<file path="src/rtl/regfile_access_master.sv">
// Command-driven initiator for the register file: owns read port 1 and
// shares write port 3 with the pipeline, which always wins the port.
module regfile_access_master #(
    parameter int unsigned NREG = 32,
    parameter int unsigned AW   = 5,
    parameter int unsigned DW   = 32
) (
    input  logic          clk,
    input  logic          rst,
    input  logic          cmd_valid,
    output logic          cmd_ready,
    input  logic [1:0]    cmd_op,
    input  logic [AW-1:0] cmd_addr,
    input  logic [DW-1:0] cmd_data,
    output logic          rsp_valid,
    input  logic          rsp_ready,
    output logic [AW-1:0] rsp_addr,
    output logic [DW-1:0] rsp_data,
    output logic          rsp_last,
    input  logic [AW-1:0] pipe_A3,
    input  logic [DW-1:0] pipe_WD3,
    input  logic          pipe_WE3,
    output logic [AW-1:0] rf_A1,
    input  logic [DW-1:0] rf_RD1,
    output logic [AW-1:0] rf_A3,
    output logic [DW-1:0] rf_WD3,
    output logic          rf_WE3,
    output logic          busy
);

    localparam logic [1:0]    OP_WRITE = 2'b00;
    localparam logic [1:0]    OP_READ  = 2'b01;
    localparam logic [1:0]    OP_DUMP  = 2'b10;
    localparam logic [AW-1:0] LAST_IDX = AW'(NREG - 1);

    typedef enum logic [2:0] {
        IDLE,
        WR,
        RD,
        RSP,
        CLR
    } state_t;

    state_t        state, state_d;
    logic [AW-1:0] wr_addr, wr_addr_d;
    logic [DW-1:0] wr_data, wr_data_d;
    logic [AW-1:0] ptr, ptr_d;
    logic          dump, dump_d;
    logic [AW-1:0] a1_d;
    logic          rsp_valid_d, rsp_last_d;
    logic [AW-1:0] rsp_addr_d;
    logic [DW-1:0] rsp_data_d;
    logic          blk_we_c;

    // State and datapath registers
    always_ff @(posedge clk) begin
        if (rst) begin
            state     <= IDLE;
            wr_addr   <= '0;
            wr_data   <= '0;
            ptr       <= '0;
            dump      <= 1'b0;
            rf_A1     <= '0;
            rsp_valid <= 1'b0;
            rsp_addr  <= '0;
            rsp_data  <= '0;
            rsp_last  <= 1'b0;
        end else begin
            state     <= state_d;
            wr_addr   <= wr_addr_d;
            wr_data   <= wr_data_d;
            ptr       <= ptr_d;
            dump      <= dump_d;
            rf_A1     <= a1_d;
            rsp_valid <= rsp_valid_d;
            rsp_addr  <= rsp_addr_d;
            rsp_data  <= rsp_data_d;
            rsp_last  <= rsp_last_d;
        end
    end

    // Next-state, next-datapath and block write request
    always_comb begin
        state_d     = state;
        wr_addr_d   = wr_addr;
        wr_data_d   = wr_data;
        ptr_d       = ptr;
        dump_d      = dump;
        a1_d        = rf_A1;
        rsp_valid_d = rsp_valid;
        rsp_addr_d  = rsp_addr;
        rsp_data_d  = rsp_data;
        rsp_last_d  = rsp_last;
        cmd_ready   = 1'b0;
        blk_we_c    = 1'b0;
        case (state)
            IDLE: begin
                cmd_ready = 1'b1;
                if (cmd_valid) begin
                    case (cmd_op)
                        OP_WRITE: begin
                            wr_addr_d = cmd_addr;
                            wr_data_d = cmd_data;
                            state_d   = WR;
                        end
                        OP_READ: begin
                            a1_d    = cmd_addr;
                            dump_d  = 1'b0;
                            state_d = RD;
                        end
                        OP_DUMP: begin
                            a1_d    = '0;
                            dump_d  = 1'b1;
                            state_d = RD;
                        end
                        default: begin
                            ptr_d   = '0;
                            state_d = CLR;
                        end
                    endcase
                end
            end
            WR: begin
                if (!pipe_WE3) begin
                    blk_we_c = 1'b1;
                    state_d  = IDLE;
                end
            end
            RD: begin
                rsp_data_d  = rf_RD1;
                rsp_addr_d  = rf_A1;
                rsp_last_d  = !dump || (rf_A1 == LAST_IDX);
                rsp_valid_d = 1'b1;
                state_d     = RSP;
            end
            RSP: begin
                if (rsp_ready) begin
                    rsp_valid_d = 1'b0;
                    if (dump && !rsp_last) begin
                        a1_d    = rf_A1 + AW'(1);
                        state_d = RD;
                    end else begin
                        state_d = IDLE;
                    end
                end
            end
            CLR: begin
                // Pointer only moves on cycles the pipeline leaves the port free
                if (!pipe_WE3) begin
                    blk_we_c = 1'b1;
                    if (ptr == LAST_IDX) begin
                        state_d = IDLE;
                    end else begin
                        ptr_d = ptr + AW'(1);
                    end
                end
            end
            default: state_d = IDLE;
        endcase
    end

    // Write port mux: pipeline first, block only when the port is idle
    always_comb begin
        rf_A3  = pipe_A3;
        rf_WD3 = pipe_WD3;
        rf_WE3 = pipe_WE3;
        if (blk_we_c && !rst) begin
            rf_WE3 = 1'b1;
            rf_A3  = (state == CLR) ? ptr : wr_addr;
            rf_WD3 = (state == CLR) ? '0 : wr_data;
        end
    end

    assign busy = (state != IDLE);

endmodule
</file>
<file path="config.mk">
export PLATFORM = sky130hd
export DESIGN_NAME = regfile_access_master
export DESIGN_NICKNAME = d
export VERILOG_FILES = /design/src/rtl/regfile_access_master.sv
export SDC_FILE = /design/constraint.sdc
export NUM_CORES = 1
export LEC_CHECK = 0
export ABC_AREA = 1
export CAP_MARGIN = 25
export CORE_ASPECT_RATIO = 0.6
export CORE_MARGIN = 3
export CORE_UTILIZATION = 44
export DETAILED_ROUTE_END_ITERATION = 7
export PLACE_DENSITY = 0.87
export SLEW_MARGIN = 20
export SYNTH_ARGS = -nofsm -noshare
export SYNTH_HDL_FRONTEND = slang
export SYNTH_SLANG_ARGS = --single-unit
</file>
<file path="constraint.sdc">
create_clock -name clk -period 3.31 [get_ports clk]
set_input_delay 0.8275 -clock clk [delete_from_list [all_inputs] [get_ports clk]]
set_output_delay 0.8275 -clock clk [all_outputs]
set_load 0.01 [all_outputs]
</file>
Yosys cells after proc, flatten, opt, wreduce, memory -nomap -nowiden
Cells that the tools add are included.
{ "word_totals": {"reg_bits": 90, "latchBits": 0, "mem_bits_rw": 0, "rom_bits": 0, "inputBits": 113, "memories": 0} }
{ "classes": {"addsub": 2, "multipliers": 0, "n_div": 0, "order_cmp": 0, "n_eq_ne": 17, "n_shift": 0, "mux": 29, "n_bitwise": 0, "reduce_logical": 22} }
{ "op_table": {"columns": ["cell", "count"], "rows": [
  ["two-way mux 32 bit", 2],
  ["two-way mux 5 bit", 9],
  ["case mux 5 bit (2 select lines)", 3],
  ["!= test 2 bit (second input constant)", 8],
  ["two-way mux 3 bit", 5],
  ["case mux 3 bit (5 select lines)", 1],
  ["AND reduction 5 bit", 3],
  ["adder 5 x 1 -> 5 bit (second input constant)", 2],
  ["== test 5 bit (second input constant)", 2],
  ["nonzero test 2 bit", 4],
  ["== test 3 x 2 -> 1 bit (second input constant)", 2],
  ["case mux 3 bit (2 select lines)", 1],
  ["AND reduction 3 bit", 2],
  ["two-way mux 1 bit", 5],
  ["case mux 1 bit (2 select lines)", 2],
  ["OR reduction 2 bit", 2],
  ["== test 3 x 1 -> 1 bit (second input constant)", 1],
  ["== test 3 bit (second input constant)", 1],
  ["logical NOT 1 bit", 3],
  ["logical NOT 3 bit", 1],
  ["!= test 3 x 1 -> 1 bit (second input constant)", 1],
  ["nonzero test 3 bit", 1],
  ["OR reduction 3 bit", 1],
  ["== test 2 x 1 -> 1 bit (second input constant)", 1],
  ["other kinds (6)", 7]
]} }

Longest topological paths before layout
Gate-level depths: netlist of the first run.
{ "depth": {"depth_word": 5, "depth_mapped": 11, "mapped_depth_nobuf": 11} }

Worst setup path before layout of the first run
Ideal clock, no wire load.
{ "synth_path": {"kind": "in2out", "startpoint": "input port rst", "endpoint": "output port rf_WD3[10]", "arrival_time_ns": 1.433, "required_time_ns": 2.483, "path_slack_ns": 1.049, "path_stages": 4, "path_cell_list": "inv_1 nand2_2 buf_2 o21ai_1"} }
{ "synth_via": {"elab_chain_len": 3} }
{ "synth_lines": {"columns": ["element", "line", "rtl"], "rows": [
  ["start: declaration", "9", "input logic rst,"],
  ["logical NOT 1 bit", "167", "if (blk_we_c && !rst) begin"],
  ["logical AND 1 bit", "167", null],
  ["two-way mux 32 bit", "167", null],
  ["end: declaration", "26", "output logic [DW-1:0] rf_WD3,"]
]} }
No other way between the ends.

Final worst setup path of the first run
{ "layout_path": {"startpoint": "input port rst", "endpoint": "output port rf_WD3[20]"} }
Same word-level chain as after synthesis.

==> results of run 1 <==
## routing by layer
layer | track usage (%) | wire length (µm) | vias up
met5 | 0 | 0 | -
met4 | 5.955 | 155 | 0
met3 | 7.869 | 1128 | 16
met2 | 39.63 | 6299 | 182
met1 | 28.58 | 5750 | 2102
li1 | - | - | 2374
## final timing paths
check                      startpoint                        to  slack [ps]  cells past startpoint
max                               rst                rf_WD3[20]          70                      7
min          wr_data[16]$_SDFFE_PP0P_  wr_data[16]$_SDFFE_PP0P_         450                      2
max reg2reg     state[0]$_SDFFE_PP0P_       ptr[3]$_SDFFE_PP0P_        1540                      8
min reg2reg  wr_data[16]$_SDFFE_PP0P_  wr_data[16]$_SDFFE_PP0P_         450                      2
## cell type report
type                    count  area, µm²  area share [%]
flip-flops and latches     90       1802           26.88
clock inverters             6      88.84           1.325
clock buffers              10      239.0           3.565
multi-input cells         442       2082           31.06
inverters                  64      240.2           3.584
repair buffers            206       2088           31.16
well taps                 130      162.7           2.427
## logic make-up after synthesis
kind of cell / Yosys count / synth area share, %
AOI/OAI and AO/OA: 171 / 20.91
adders and majority gates: 9 / 2.628
buffers and inverters: 100 / 9.723
DFF: 90 / 42.04
and+or+nand+nor: 262 / 24.70
## cells in the mapped netlist (5+ instances only)
| cell | number |
|---|---|
| inv_1 | 59 |
| dfxtp_1 | 90 |
| clkbuf_1 | 13 |
| o21ai_1 | 58 |
| buf_4 | 7 |
| a21oi_2 | 10 |
| nand2_1 | 126 |
| nor2_1 | 105 |
| ha_1 | 9 |
| o21ai_0 | 66 |
| nand3_1 | 13 |
| inv_2 | 5 |
| buf_2 | 12 |
| a21oi_1 | 36 |
## worst max-delay path, stage by stage
cell,delay [ps]
clkdlybuf4s50_1,490
inv_2,60
nand2_4,140
buf_12,170
nand2_1,70
o21ai_1,90
clkdlybuf4s50_1,560
## power by group through the flow
stage                     logic [mW]  registers, mW  clock network (mW)
after CTS                       1.70           1.52                1.12
after global routing            1.90           1.56                1.17
after detailed placement        1.71           1.54                   0
after global placement          1.66           1.52                   0
final                           1.72           1.53                1.10
after floorplan                0.804           1.60                   0
## repair_timing
item,in CTS,in global routing
setup endpoints to repair,33,21
hold buffers,0,0
cloned,0,2
resized for setup,13,5
hold endpoints to repair,0,0
## state kept, by name, summed over array words and instances (netlist names)
name and cells:
rsp_data 32, wr_data 32, ptr 5, rf_A1 5, rsp_addr 5, wr_addr 5, state 3, dump 1
rsp_last 1, rsp_valid 1
==> results.py, run 1 <==
metrics = {
    "status": {
        "status": "finished, final reports clean",
    },
    "route": {
        "totalWireLength_mm": 13.33,
        "wl_per_cell_um": 14.06,
        "drt_iter0_drc": 286,
        "vias": 4674,
        "ant_nets": 0,
        "drt-vias-per-instance": 4.930,
        "drt_pass1_iterations": 5,
        "drc": 0,
    },
    "global_routing": {
        "grt_first_pass_wirelength_mm": 20.92,
        "grt_max_degree": 87,
        "grt_pass1_vias": 4496,
        "antenna_found_initial": 0,
        "grt_usage_pct": 23.18,
        "grt_overflow": 0,
    },
    "synthesis": {
        "synth_flop_cell": "dfxtp_1",
        "synth_cell_types": 24,
        "synth-edff-count": 0,
        "netlist_instances": 632,
        "yosys_warnings": 0,
        "ys_top_cells_by_area": "dfxtp_1, nand2_1, nor2_1",
        "synth.net_count": 754,
        "synth_seq_area_share_pct": 42.04,
        "yosysTopAreaCell": "dfxtp_1",
        "syn-cell-area_mm2": 0.004285,
        "synth_area_per_cell_um2": 6.781,
        "synth_top_area_share_pct": 42.04,
        "ys_ff_latch": 90,
        "async_reset_ff_share_pct": 0,
    },
    "clock_network": {
        "cts_tree": "yes",
        "clockBufferDepth": 2,
        "cts_sinks": 90,
        "clk_pin_slew_worst_paths_ps": 60,
        "clk_latency_ps": 330,
        "root_buffer": "clkbuf_16",
        "htree_levels": 3,
        "cts_setup_buffers": 0,
        "cts_made_buffers": 9,
    },
    "sta": {
        "hold_ws_ps": 446.3,
        "slew_viol_final": 0,
        "tightest_slew_ps": 750.8,
        "hold_viol_final": 0,
        "slew_headroom_pct": 49.95,
        "setup_ws_ps": 70.99,
        "setup_tns_ps": 0,
        "fin_crit_sh_pct": 97.86,
        "final.setup_skew_ps": 6.961,
        "fmax_mhz": 308.7,
        "finalSetupViolations": 0,
        "fin_crit_ps": 3239,
    },
    "critical_path": {
        "critPathKind": "primary input to output port",
        "worstPathRequired_ps": 2480,
        "worstSetupEndpointType": "output port",
        "cp_max_fo": 17,
        "start_kind": "primary input",
        "cp.arrival_ps": 2410,
    },
    "power": {
        "peakVddDrop_uv": 339.3,
        "switching_share_pct": 34.38,
        "power.density_mw_per_mm2": 648.9,
        "power_frac_seq_pct": 35.1,
        "power_switching_mw": 1.495,
        "combPwrFrac_pct": 39.6,
        "leakage_nw": 2.816,
        "p_int_mw": 2.854,
        "clkPwrFrac_pct": 25.3,
        "power_mw": 4.349,
    },
    "cells_and_area": {
        "finalNonFillerCells": 948,
        "fin_area_mm2": 0.006703,
        "fin_util_pct": 71.89,
        "fin_nets": 935,
        "drive_gt1_share_pct": 6.846,
        "final_common_cell": "clkdlybuf4s50_1",
        "diodes": 0,
        "final_cell_mix": "clkdlybuf4s50_1, nand2_1, nor2_1, dfxtp_1, o21ai_0",
        "areaGrowthSynthToFinish_pct": 56.41,
        "fill_cells": 744,
    },
    "floorplan": {
        "die_w_um": 133.4,
        "die_area_mm2": 0.01100,
        "initial_core_util_pct": 45.96,
        "rows": 27,
        "core_area_mm2": 0.009324,
        "fp.dieH_um": 82.45,
        "ios": 197,
    },
    "placement": {
        "placed_cells": 930,
        "dpl.hpwl_mm": 9.489,
        "dp_slack_ps": -60.68,
        "place_area_mm2": 0.006324,
        "gp_congestion": 0.8723,
        "io_buffers": 196,
    },
    "hold_path": {
        "worstHoldPathType": "flip-flop to flip-flop",
    },
    "run": {
        "cap_violations": 0,
    },
}
(Power assumes the default switching activity.)
==> inputs of run 2 (changes only) <==
SETUP_SLACK_MARGIN = 0.15   (was default)
==> run 2 against run 1 <==
- first-iteration DRC count shrank 2.8%
- final cell count is 0.21% lower
- sequential share of layout area grew 0.34 points
- via count shrank 0.43%
- clock-buffer cell count is the same
- clock power is essentially flat
- sequential power barely moved
- highest routed layer unchanged
==> results.py, run 2 (synthesis gave the netlist of run 1 again) <==
metrics = {
    "global_routing": {
        "grt_usage_pct": 23.12,
        "grt_pass1_vias": 4480,
        "grt_overflow": 0,
        "grt_max_degree": 87,
        "grt_first_pass_wirelength_mm": 20.87,
        "antenna_found_initial": 0,
    },
    "cells_and_area": {
        "areaGrowthSynthToFinish_pct": 54.48,
        "regArea_mm2": 0.001802,
        "drive_gt1_share_pct": 6.618,
        "multi_input_comb_area_mm2": 0.002077,
        "fill_cells": 762,
        "finalNonFillerCells": 946,
        "fin_area_mm2": 0.006620,
        "top_regs": "rsp_data (32), wr_data (32)",
        "fin_util_pct": 71.00,
        "diodes": 0,
        "final_common_cell": "clkdlybuf4s50_1",
        "fin_nets": 933,
        "final_cell_mix": "clkdlybuf4s50_1, nand2_1, nor2_1, dfxtp_1, o21ai_0",
    },
    "status": {
        "status": "finished, final reports clean",
    },
    "sta": {
        "hold_ws_ps": 445.3,
        "hold_viol_final": 0,
        "fin_crit_sh_pct": 92.57,
        "tightest_slew_ps": 755.5,
        "fin_crit_ps": 3064,
        "final.setup_skew_ps": 5.963,
        "finalSetupViolations": 0,
        "fmax_mhz": 326.4,
        "slew_headroom_pct": 49.64,
        "slew_viol_final": 0,
        "rsz0062_at_grt": "true",
    },
    "floorplan": {
        "die_w_um": 133.4,
        "rows": 27,
        "die_area_mm2": 0.01100,
        "ios": 197,
        "initial_core_util_pct": 45.96,
        "fp.dieH_um": 82.45,
        "core_area_mm2": 0.009324,
    },
    "clock_network": {
        "postCtsHoldBufs": 0,
        "cts_tree": "yes",
        "clk_pin_slew_worst_paths_ps": 60,
        "clockBufferDepth": 2,
        "root_buffer": "clkbuf_16",
        "clk_latency_ps": 330,
        "cts_sinks": 90,
        "htree_levels": 3,
        "cts_made_buffers": 9,
        "cts_setup_buffers": 0,
    },
    "critical_path": {
        "critPathKind": "primary input to output port",
        "start_kind": "primary input",
        "cp_max_fo": 5,
        "worstSetupEndpointType": "output port",
        "worstPathRequired_ps": 2480,
        "cp.arrival_ps": 2240,
    },
    "route": {
        "drt_iter0_drc": 278,
        "drc": 0,
        "ant_nets": 0,
        "wl_per_cell_um": 13.55,
        "drt_pass1_iterations": 5,
        "vias": 4654,
        "drt-vias-per-instance": 4.920,
        "totalWireLength_mm": 12.82,
    },
    "power": {
        "peakVddDrop_uv": 338.9,
        "leakage_nw": 2.795,
        "power.density_mw_per_mm2": 649.6,
    },
    "placement": {
        "io_buffers": 196,
        "gp_congestion": 0.8723,
        "placed_cells": 930,
        "dpl.hpwl_mm": 9.489,
        "place_area_mm2": 0.006324,
    },
    "hold_path": {
        "worstHoldPathType": "flip-flop to flip-flop",
    },
    "run": {
        "cap_violations": 0,
    },
}
run 2: changes by cell type in the layout (fill, tap and decap cells not counted), sizes merged:
cell,delta
dlymetal6s2s,-2
clkbuf,-2
dlygate4sd2,+21
clkdlybuf4s50,-19
run 2: worst paths after layout:
path,slack (ps),depth (start not counted),endpoint,startpoint
max,250,7,rf_A3[2],rst
min,450,2,wr_data[16]$_SDFFE_PP0P_,wr_data[16]$_SDFFE_PP0P_
max reg2reg,1550,9,state[1]$_SDFFE_PP0P_,state[2]$_SDFFE_PP0P_
min reg2reg,450,2,wr_data[16]$_SDFFE_PP0P_,wr_data[16]$_SDFFE_PP0P_
run 2: worst max-delay path, stage by stage:
cell,delay [ps]
clkdlybuf4s50_1,490
inv_2,50
nand2_2,100
buf_4,140
nand2_1,50
nand2_1,60
clkdlybuf4s50_1,520
run 2: power breakdown:
| part | total, mW | switching [mW] | internal (mW) |
|---|---|---|---|
| Clock | 1.10 | 0.418 | 0.683 |
| Combinational | 1.67 | 0.887 | 0.785 |
| Sequential | 1.53 | 0.176 | 1.35 |
run 2: per-layer routing:
layer / up-vias / share of wire (%) / GRT usage [%]
met4: 0 / 1.2 / 5.955
met3: 16 / 7.7 / 7.869
met2: 160 / 47 / 39.63
met5: - / 0 / 0
li1: 2373 / - / -
met1: 2105 / 44 / 28.43
run 2: timing repair:
action / 4_1_cts / 5_1_grt
gates resized for setup: 34 / 3
endpoints found under the setup margin: 33 / 8
hold endpoints to repair: 0 / 0
run 2: layout make-up:
type | count | area share (%)
clock inverters | 6 | 1.342
repair buffers | 204 | 30.37
multi-input cells | 442 | 31.37
inverters | 64 | 3.629
flip-flops and latches | 90 | 27.22
clock buffers | 10 | 3.610
well taps | 130 | 2.457
run 2: stage by stage:
| stage | setup WS [ps] | setup TNS (ps) | power [mW] |
|---|---|---|---|
| 6_report | 245.8 | 0 | 4.300 |
| 5_1_grt | 135.5 | 0 | 4.577 |
| 4_1_cts | 231.1 | 0 | 4.323 |
| 3_5_place_dp | -60.68 | -730.4 | 3.248 |
| 3_3_place_gp | 0.1996 | 0 | 3.186 |
| 2_1_floorplan | 1049 | 0 | 2.400 |
==> inputs of run 3 (changes only) <==
HOLD_SLACK_MARGIN = 0.02   (was default)
==> results of run 3 <==
Same layout as run 2: the final DEF is identical, and so are final timing and power.
